--- src/rtl/mcu420_chroma_aligner_pkg.sv ---
// Shared definitions for the 4:2:0 MCU chroma aligner.
//   - Channel tag encodings driven onto the supersample ch inputs.
//   - 8x8 / 4x4 block typedefs at the default sample width.
//   - MCU slot numbers for the chroma blocks.
//   - Quadrant origin helpers mapping a quadrant index to row/col offsets.
package mcu420_chroma_aligner_pkg;

    localparam int unsigned CH   = 2;
    localparam int unsigned CH_W = $clog2(CH + 1);

    localparam logic [CH_W-1:0] CH_Y  = CH_W'(0);
    localparam logic [CH_W-1:0] CH_CB = CH_W'(1);
    localparam logic [CH_W-1:0] CH_CR = CH_W'(2);

    localparam int unsigned SAMPLE_W = 8;

    typedef logic [7:0][7:0][SAMPLE_W-1:0] block8x8_t;
    typedef logic [3:0][3:0][SAMPLE_W-1:0] block4x4_t;

    localparam logic [2:0] SLOT_CB = 3'd4;
    localparam logic [2:0] SLOT_CR = 3'd5;

    typedef enum logic {
        ST_COLLECT = 1'b0,
        ST_EMIT    = 1'b1
    } state_e;

    // Quadrant k: bit 1 selects the bottom half, bit 0 the right half.
    function automatic logic [2:0] quad_row_off(input logic [1:0] k);
        return {k[1], 2'b00};
    endfunction

    function automatic logic [2:0] quad_col_off(input logic [1:0] k);
        return {k[0], 2'b00};
    endfunction

endpackage

--- src/rtl/mcu420_chroma_aligner_chroma_quadrant_sel.sv ---
// Combinational 4x4 quadrant extractor for one 8x8 chroma block.
// Ports:
//   blk_i  : 8x8 chroma block, [row][col]
//   quad_i : quadrant index (0 TL, 1 TR, 2 BL, 3 BR)
//   quad_o : selected 4x4 quadrant, [row][col]
// The offsets are 0 or 4, so OR-ing them with a 2-bit row/col is a pure
// bit concatenation: the select is a mux, with no adders.
module chroma_quadrant_sel #(
    parameter int unsigned BW = 8
) (
    input  logic [7:0][7:0][BW-1:0] blk_i,
    input  logic [1:0]              quad_i,
    output logic [3:0][3:0][BW-1:0] quad_o
);
    import mcu420_chroma_aligner_pkg::*;

    always_comb begin
        quad_o = '0;
        for (int unsigned r = 0; r < 4; r++) begin
            for (int unsigned c = 0; c < 4; c++) begin
                quad_o[2'(r)][2'(c)] = blk_i[quad_row_off(quad_i) | 3'(r)]
                                            [quad_col_off(quad_i) | 3'(c)];
            end
        end
    end

endmodule

--- src/rtl/mcu420_chroma_aligner.sv ---
// 4:2:0 MCU chroma aligner. Collects Y0..Y3, Cb, Cr as six 8x8 blocks,
// then emits four tuples (Y block, matching Cb quadrant, matching Cr
// quadrant) in quadrant order TL, TR, BL, BR.
// Ports:
//   clock, reset         : clock, asynchronous active-high reset
//   valid_in, ready_out  : input block handshake (ready only while collecting)
//   blk_in               : 8x8 input block, [row][col]
//   valid_out, ready_in  : output tuple handshake
//   y_out                : luma block for the current quadrant
//   cb_out, cr_out       : 4x4 chroma quadrants
//   quad_idx             : current quadrant / Y block index
//   ch_cb, ch_cr         : constant channel tags for the supersamplers
module mcu420_chroma_aligner
    import mcu420_chroma_aligner_pkg::*;
#(
    parameter int unsigned BW = 8
) (
    input  logic                    clock,
    input  logic                    reset,
    input  logic                    valid_in,
    output logic                    ready_out,
    input  logic [7:0][7:0][BW-1:0] blk_in,
    output logic                    valid_out,
    input  logic                    ready_in,
    output logic [7:0][7:0][BW-1:0] y_out,
    output logic [3:0][3:0][BW-1:0] cb_out,
    output logic [3:0][3:0][BW-1:0] cr_out,
    output logic [1:0]              quad_idx,
    output logic [CH_W-1:0]         ch_cb,
    output logic [CH_W-1:0]         ch_cr
);

    state_e                  state_q;
    logic [2:0]              blk_cnt_q;
    logic [1:0]              quad_cnt_q;
    logic                    valid_out_q;
    logic [7:0][7:0][BW-1:0] mem_q [6];

    logic take;
    logic handshake;

    assign ready_out = (state_q == ST_COLLECT);
    assign take      = valid_in && ready_out;
    assign handshake = valid_out_q && ready_in;

    always_ff @(posedge clock or posedge reset) begin
        if (reset) begin
            state_q     <= ST_COLLECT;
            blk_cnt_q   <= '0;
            quad_cnt_q  <= '0;
            valid_out_q <= 1'b0;
        end else begin
            case (state_q)
                ST_COLLECT: begin
                    if (take) begin
                        if (blk_cnt_q == SLOT_CR) begin
                            state_q     <= ST_EMIT;
                            blk_cnt_q   <= '0;
                            quad_cnt_q  <= '0;
                            valid_out_q <= 1'b1;
                        end else begin
                            blk_cnt_q <= blk_cnt_q + 3'd1;
                        end
                    end
                end
                ST_EMIT: begin
                    if (handshake) begin
                        quad_cnt_q <= quad_cnt_q + 2'd1;
                        if (quad_cnt_q == 2'd3) begin
                            state_q     <= ST_COLLECT;
                            valid_out_q <= 1'b0;
                        end
                    end
                end
                default: state_q <= ST_COLLECT;
            endcase
        end
    end

    // Block storage is deliberately not reset; a discarded partial MCU is
    // simply overwritten by the next collection starting at slot 0.
    always_ff @(posedge clock) begin
        if (take) begin
            mem_q[blk_cnt_q] <= blk_in;
        end
    end

    chroma_quadrant_sel #(.BW(BW)) u_cb_sel (
        .blk_i  (mem_q[SLOT_CB]),
        .quad_i (quad_cnt_q),
        .quad_o (cb_out)
    );

    chroma_quadrant_sel #(.BW(BW)) u_cr_sel (
        .blk_i  (mem_q[SLOT_CR]),
        .quad_i (quad_cnt_q),
        .quad_o (cr_out)
    );

    assign y_out     = mem_q[{1'b0, quad_cnt_q}];
    assign valid_out = valid_out_q;
    assign quad_idx  = quad_cnt_q;
    assign ch_cb     = CH_CB;
    assign ch_cr     = CH_CR;

endmodule

--- config.mk ---
export PLATFORM = sky130hd
export DESIGN_NAME = mcu420_chroma_aligner
export DESIGN_NICKNAME = d
export VERILOG_FILES = /design/src/rtl/mcu420_chroma_aligner_pkg.sv /design/src/rtl/mcu420_chroma_aligner_chroma_quadrant_sel.sv /design/src/rtl/mcu420_chroma_aligner.sv
export SDC_FILE = /design/constraint.sdc
export NUM_CORES = 2
export LEC_CHECK = 0
export CORE_AREA = 2 2 503 505
export DETAILED_ROUTE_END_ITERATION = 10
export DIE_AREA = 0 0 505 507
export GPL_ROUTABILITY_DRIVEN = 1
export PLACE_DENSITY = 0.66
export SLEW_MARGIN = 10
export SYNTH_ARGS = -nofsm -noshare
export SYNTH_HDL_FRONTEND = slang
export SYNTH_SLANG_ARGS = --single-unit
export TNS_END_PERCENT = 100
--- constraint.sdc ---
create_clock -name clock -period 74.7 [get_ports clock]
set_input_delay 14.94 -clock clock [delete_from_list [all_inputs] [get_ports clock]]
set_output_delay 14.94 -clock clock [all_outputs]
set_load 0.005 [all_outputs]
== Yosys cells after proc, flatten, opt, wreduce, memory -nomap -nowiden ==
Memory sizes are Yosys's and may differ from the RTL's.
Index checks and enable logic that the tools add are counted.
Storage, ports and cells
  RAM bits: 3072
  logic and storage cells: 124
  flip-flop bits (word level): 7
  output and inout bits: 776
  bits of input ports: 516
  memories kept: 1
Cells by class
  multiplexer cells: 97
  equality and inequality tests: 6
  add/subtract/negate cells: 2
  reductions and logical operators: 5
  bitwise gates (word level): 1
  $lt $le $gt $ge: 8
Memory list
  mem_q: words 6, bits a word 512, rd ports 3, clocked after memory_dff 0, wr ports 1, RTL line mcu420_chroma_aligner.sv:37  | logic [7:0][7:0][BW-1:0] mem_q [6];
Operator list (count)
  64-bit two-way mux: 16
  8-bit two-way mux: 64
  3-bit by 4-bit < comparator with 1-bit output (second input constant): 8
  1-bit two-way mux: 10
  2-bit by 1-bit inequality test with 1-bit output (second input constant): 4
  2-bit two-way mux: 3
  1-bit one-hot mux with 2 select lines: 2
  2-bit one-hot mux with 2 select lines: 1
  4-bit AND reduction: 1
  3-bit by 1-bit adder with 3-bit output (second input constant): 1
  3-bit equality test (second input constant): 1
  3-bit two-way mux: 1
  3-bit AND reduction: 1
  2-bit by 1-bit adder with 2-bit output (second input constant): 1
  2-bit equality test (second input constant): 1
  1-bit logical AND: 2
  2-bit AND reduction: 1
  1-bit NOT: 1

== Logic depth before layout (Yosys ltp) ==
An unclocked memory read counts as a cell.
  depth in word-level cells: 5
  mapped depth: 7
  depth with buffers taken out: 3

== Cells and area by module ==
From an unflattened synthesis, not the netlist that was laid out.
Second synthesis, totals
  cell total of the unflattened synthesis: 4050
  area, all modules: 111436.9 µm²
Modules (own cells, without submodules)
  mcu420_chroma_aligner: cells each 3738, times used 1, area each 105043.2 µm², sequential area each 92423.6 µm²
  chroma_quadrant_sel: cells each 156, times used 2, area each 3196.8 µm², sequential area each 0.0 µm²

== Worst setup path before layout ==
OpenSTA, ideal clock, no wires.
  kind: input to register
  start: in valid_in
  end: mem mem_q[4][0] in the netlist's numbering (enable)
  library setup time: 2815 ps
  setup slack: 5131 ps
  data required time: 71885 ps
  cell stages on the path: 2
  arrival: 66754 ps
  path buffers: 0
  cell sequence: nand2_1 > nor4b_1
On the way
  cells in the longest elaborated chain, start to end: 3
Ends and longest elaborated chain
  from (decl): RTL line mcu420_chroma_aligner.sv:20  | input logic valid_in,
  1-bit logical AND: RTL line mcu420_chroma_aligner.sv:43  | assign take = valid_in && ready_out;
  1-bit two-way mux: RTL line mcu420_chroma_aligner.sv:83  | if (take) begin
  1-bit two-way mux (implied by the code): RTL line mcu420_chroma_aligner.sv:84  | mem_q[blk_cnt_q] <= blk_in;
  to (decl): RTL line mcu420_chroma_aligner.sv:37
No other way between the ends.

==> results_dict.tcl <==
set metrics [dict create \
    outcome "complete, no violations" \
    relSlewSlack_pct 21.6 \
    synth_top_cell_by_area "edfxtp_1" \
    leakage_nw 42.9 \
    fillers 18384 \
    ys_ff_latch 3079 \
    postPlaceCellArea_um2 128000 \
    path_class "flop to primary output" \
    async_reset_ff_share_pct 0.227 \
    synth-edff-count 3072 \
    setup_viol 0 \
    cts_inserted_buffers 328 \
    row_count 184 \
    clock-root-buffer "clkbuf_16" \
    layout_common_cells "3072 x edfxtp_1, 1287 x clkdlybuf4s50_1, 768 x mux4_2, 330 x clkbuf_16, 76 x clkinv_1" \
    holdWs_ns 0.568 \
    antenna_found_initial 93 \
    hp-start "valid_out" \
    core_um2 250000 \
    cts_resized 0 \
    overflow 0 \
    critical_path.startpoint_type "flop" \
    clockBufferDepth 4 \
    p_clk_share_pct 30.0 \
    grt_max_degree 138 \
    hold_class "flop to flop" \
    crit_chain "buf_4 > buf_4 > buf_4 > buf_4 > buf_4 > mux4_2 > clkdlybuf4s50_1" \
    seqPwrFrac_pct 42.2 \
    synth_flop_cell "edfxtp_1" \
    period_minus_slack_ns 22.37 \
    finClkSkew_ns 0.0830 \
    cts.reportedPaths.clkPinSlew_ns 0.06 \
    netlist_area_um2 111000 \
    clock_latency_ns 0.95 \
    drive_gt1_share_pct 22.1 \
    synth_area_leaders "edfxtp_1 83%, mux4_2 16%, buf_4 0.49%" \
    highest_layer "met5" \
    grt.total_usage_pct 21.8 \
    crit_start "quad_idx[0]" \
    final_common_cell "edfxtp_1" \
    start_util_pct 44.3 \
    seq_area_frac_synth_pct 83.3 \
    pin_count 1292 \
    p_int_w 0.00377 \
    cts_tree "done" \
    synthCells 4052 \
    hpwl_mm 187 \
    worstMarginPinSlew_ns 1.18 \
    worst_ep_arrival_time_ns 7.43 \
    fp.dieArea_um2 256000 \
    cpPeakStageDelay_ns 1.05 \
    finalHoldViolCount 0 \
    comb_power_share_pct 27.8 \
    grt_setup_unrepaired "false" \
    crit_path_end_kind "primary output" \
    dr.pass1.iters 5 \
    synthDominantCellAreaShare_pct 83.1 \
    met3_length_mm 31.1 \
    wl_met2_mm 141 \
    die_y_um 507 \
    ant_nets 0 \
    timing.setup.tns_ns 0 \
    post-route-util_pct 55.1 \
    nets 6088 \
    wl_met1_mm 103 \
    wl_per_cell_um 31.0 \
    drcViolationCount 0 \
    viasPerCell 5.56 \
    area_delta_synth_final_pct 24.3 \
    max_cap_viol_count 0 \
    cts_sinks 3079 \
    vias 51154 \
    io_buffers 1287 \
    path_common_cell "buf_4" \
    final_area_um2 138000 \
    slew_violations 0 \
    cts_hold_buffers 0 \
    synth.avg_cell_area_um2 27.4 \
    min_period_over_period_pct 29.9 \
    fmax_mhz 44.7 \
    ir_drop_mv 0.0287 \
    power_switching_w 0.00138 \
    htree_levels 5 \
    power.density_nw_per_um2 37.4 \
    initialDrtViolationCount 5437 \
    path_max_fanout 51 \
    wirelength_mm 285 \
    finalWeightedCongestion 0.843 \
    required_ns 59.76 \
    ys_warn_count 0 \
    die_width_um 505 \
    swShare_pct 26.8 \
    grt_pass1_vias 51891 \
    crit_path_top_delay_cell "dfrtp_4" \
    grt_pass1_wl_mm 397 \
    r2r-start "blk_cnt_q[0]" \
    yosysUniqueCellTypes 24 \
    post-cts-setup-buffers 0 \
]
[metal layers]
layer	vias up	GRT usage, %
li1	20880	-
met1	27358	26.8
met2	2318	35.5
met3	530	8.63
met4	68	7.02
met5	-	0
[stage by stage]
step | std cells | worst slack [ns] | power, W
after detailed placement | 8589 | 53.08 | 0.00366
after global routing | 9183 | 51.65 | 0.00534
after CTS | 9163 | 52.04 | 0.00522
after global placement | 8589 | 53.05 | 0.00365
final | 9197 | 52.33 | 0.00516
after floorplan | 4054 | 5.13 | 0.00312
[synthesized netlist by cell type, types with 2 or more instances]
library cell	instances
inv_1	3
mux4_2	768
dfrtp_1	7
edfxtp_1	3072
buf_4	73
nor3b_1	2
nand3_1	3
buf_6	4
a21o_1	4
nand2_1	4
buf_2	98
conb_1	2
[registers in the layout, indices dropped and copies added (netlist names)]
| register | flops |
|---|---|
| quad_idx | 2 |
| mem_q | 3072 |
| valid_out | 1 |
| state_q | 1 |
| blk_cnt_q | 3 |
[worst paths after layout]
kind	endpoint	slack, ns	cells past startpoint
hold / removal	valid_out	0.57	1
max in group asynchronous	blk_cnt_q[1]	60.13	2
min in group asynchronous	blk_cnt_q[2]	14.31	2
hold reg to reg	valid_out	0.57	1
setup / recovery	y_out[68]	52.33	7
setup reg to reg	mem_q[5][452]	69.09	7
[layout make-up]
cell class                 count  area (um2)  share of cell area [%]
sequential                  3079       92400                    67.0
multi-input combinational    796       17500                    12.7
timing repair buffer        1363       13600                    9.86
clock buffer                 396        8520                    6.17
tap                         3348        4190                    3.04
clock inverter               178        1660                    1.21
antenna                       34        85.1                  0.0617
inverter                       3        11.3                 0.00816
[critical path: cells and delay by family (launching register included)]
kind,cells,cell delay (ns)
flops,1,1.05
buf+inv,6,4.54
mux,1,0.59
[cell families after synthesis]
kind of cell	count (synthesis)	synth area share [%]
compound gates	6	0.0372
flops	3079	83.3
buf+inv	179	0.990
simple gates	16	0.0800
other cells	2	0.00677
xor+xnor	1	0.00789
fa+ha+maj	1	0.0113
mux	768	15.6
[power groups by stage]
stage | Sequential (W) | Clock (W) | Combinational [W]
finish | 0.00217 | 0.00155 | 0.00143
CTS | 0.00218 | 0.00158 | 0.00146
floorplan | 0.00245 | 0 | 0.000671
global route | 0.00219 | 0.00164 | 0.00151
global placement | 0.00220 | 0 | 0.00145
detailed placement | 0.00221 | 0 | 0.00145
Note: power is estimated with default switching activity, not from simulation.
==> RTL edit: new RTL, same flow settings <==
`BW` is set to 8 in 2 places; all go to 9.
--- a/src/rtl/mcu420_chroma_aligner_chroma_quadrant_sel.sv
+++ b/src/rtl/mcu420_chroma_aligner_chroma_quadrant_sel.sv
@@ -6,7 +6,7 @@
 // The offsets are 0 or 4, so OR-ing them with a 2-bit row/col is a pure
 // bit concatenation: the select is a mux, with no adders.
 module chroma_quadrant_sel #(
-    parameter int unsigned BW = 8
+    parameter int unsigned BW = 9
 ) (
     input  logic [7:0][7:0][BW-1:0] blk_i,
     input  logic [1:0]              quad_i,
--- a/src/rtl/mcu420_chroma_aligner.sv
+++ b/src/rtl/mcu420_chroma_aligner.sv
@@ -13,7 +13,7 @@
 module mcu420_chroma_aligner
     import mcu420_chroma_aligner_pkg::*;
 #(
-    parameter int unsigned BW = 8
+    parameter int unsigned BW = 9
 ) (
     input  logic                    clock,
     input  logic                    reset,
Interface: changed (resized blk_in, cb_out, cr_out and y_out); port bits go from 1292 to 1452. No check against the original RTL was run, so the function may have changed too.
==> RTL edit against the original RTL <==
- setup slack improved by 1000 ps
- sequential share of layout area up 0.37 points
- wire length increased by 18%
- sequential cell count increased by 384
- core utilization grew 6.5 points
- final area rose by 12%
- synthesized area is 13% higher
- power rose by 13%
- critical path type unchanged
- largest power group unchanged
==> RTL edit: results (changes against the original RTL) <==
Synth
  • Async S/R FF share, synth: 0.2021% (-0.025 points)
  • Post-synth EDFFs: 3456 (+13%)
  • Post-synth top cells: edfxtp_1 (3456), mux4_2 (864), buf_2 (88), buf_6 (71), buf_4 (37)
  • XOR/XNOR Fraction of Synth Area: 0.007001% (-0.00089 points)
  • Seq/Total Area, Yosys: 83.09% (-0.19 points)
  • Area contributors post-synth: edfxtp_1 (83%), mux4_2 (16%), buf_6 (0.64%)

Setup path
  • CP max stage delay: 960 ps (-90 ps)
  • Worst-path fanout max: 50 (-2.0%)
  • Worst EP arrival: 6390 ps (-1040 ps)
  • RR Startpoint: blk_cnt_q[2]

Clock tree
  • TritonCTS buffer count: 363 (+11%)

Place
  • IO Port Bufs: 1447 (+12%)
  • Placement Setup Slack: 54100 ps (+1020 ps)
  • DP Area: 143100 sq um (+12%)
  • HPWL after DPL: 225600 um (+21%)

Global routing
  • Global-route wire length before repair: 465500 um (+17%)
  • GR Util All Layers: 26.07% (+4.2 points)
  • Pin count of the biggest net entering global routing: 157 (+14%)

Routing
  • Vias per cell: 5.821 (+4.7%)
  • DRT iter0 DRCs: 6160 (+13%)
  • Pre-Repair DR Iteration Count: 6 (+1)
  • DR WL/cell: 33.93 um (+9.6%)

Run status
  • Run status: finished, final reports clean

Timing
  • Clock Skew: 77.87 ps (-5.176 ps)
  • Worst slew pin tran: 1082 ps (-94.02 ps)

Layout
  • Non-Filler Instances: 9919 (+7.9%)
  • Layout cells sized above 1: 22.00% (-0.11 points)
  • Footprint of the multi-input gates: 19680 sq um (+12%)
  • Nets: 6837 (+12%)
  • Flip-flop count of the largest register after layout: 3456 (+13%)
  • # fillers: 16.99k (-7.6%)

Pwr
  • Leakage power: 48.13 nW (+12%)
  • Max IR drop VDD: 0.03310 mV (+15%)
==> RTL edit: cell types whose count changed after synthesis <==
cell,before,now
clkbuf_1,1,0
nor3b_1,2,1
buf_2,98,88
mux4_2,768,864
buf_6,4,71
buf_4,73,37
o21ai_0,1,0
nor3b_2,0,1
o21ai_1,0,1
edfxtp_1,3072,3456
==> RTL edit: routing by layer <==
metal	vias to the layer above	global-route usage (%)	part of all wire [%]
li1	23450	-	-
met1	31000	31.31	35
met2	2579	41.86	50
met3	635	10.51	11
met4	72	11.31	4.3
met5	-	0	0.14
==> RTL edit: area by class of cell <==
| class | instances | area share, % |
|---|---|---|
| Sequential cell | 3463 | 67.35 |
| Multi-Input combinational cell | 892 | 12.75 |
| Timing Repair Buffer | 1533 | 9.891 |
| Clock buffer | 436 | 6.076 |
| Tap cell | 3348 | 2.714 |
| Clock inverter | 191 | 1.126 |
| Antenna cell | 53 | 0.08592 |
| Inverter | 3 | 0.007295 |
==> RTL edit: report_power, final <==
part | internal, W | total, W | switching [W]
combinational | 0.000836 | 0.00166 | 0.000828
sequential | 0.00239 | 0.00244 | 0.0000544
clock | 0.000994 | 0.00171 | 0.000716
total | 0.00422 | 0.00582 | 0.00160
==> RTL edit: how the worst min path moves through the flow <==
stage	slack, ps	to
after floorplan	520	valid_out
after global placement	520	valid_out
after detailed placement	550	valid_out
after CTS	560	valid_out
after global routing	580	valid_out
final	560	valid_out
==> RTL edit: cells by family (layout without fill, tap and decap cells) <==
family	Yosys count	after routing
flops	3463	3463
mux	864	864
buf+inv	199	2163
simple gates	16	16
compound gates	6	6
other cells	2	57
fa+ha+maj	1	1
xor+xnor	1	1
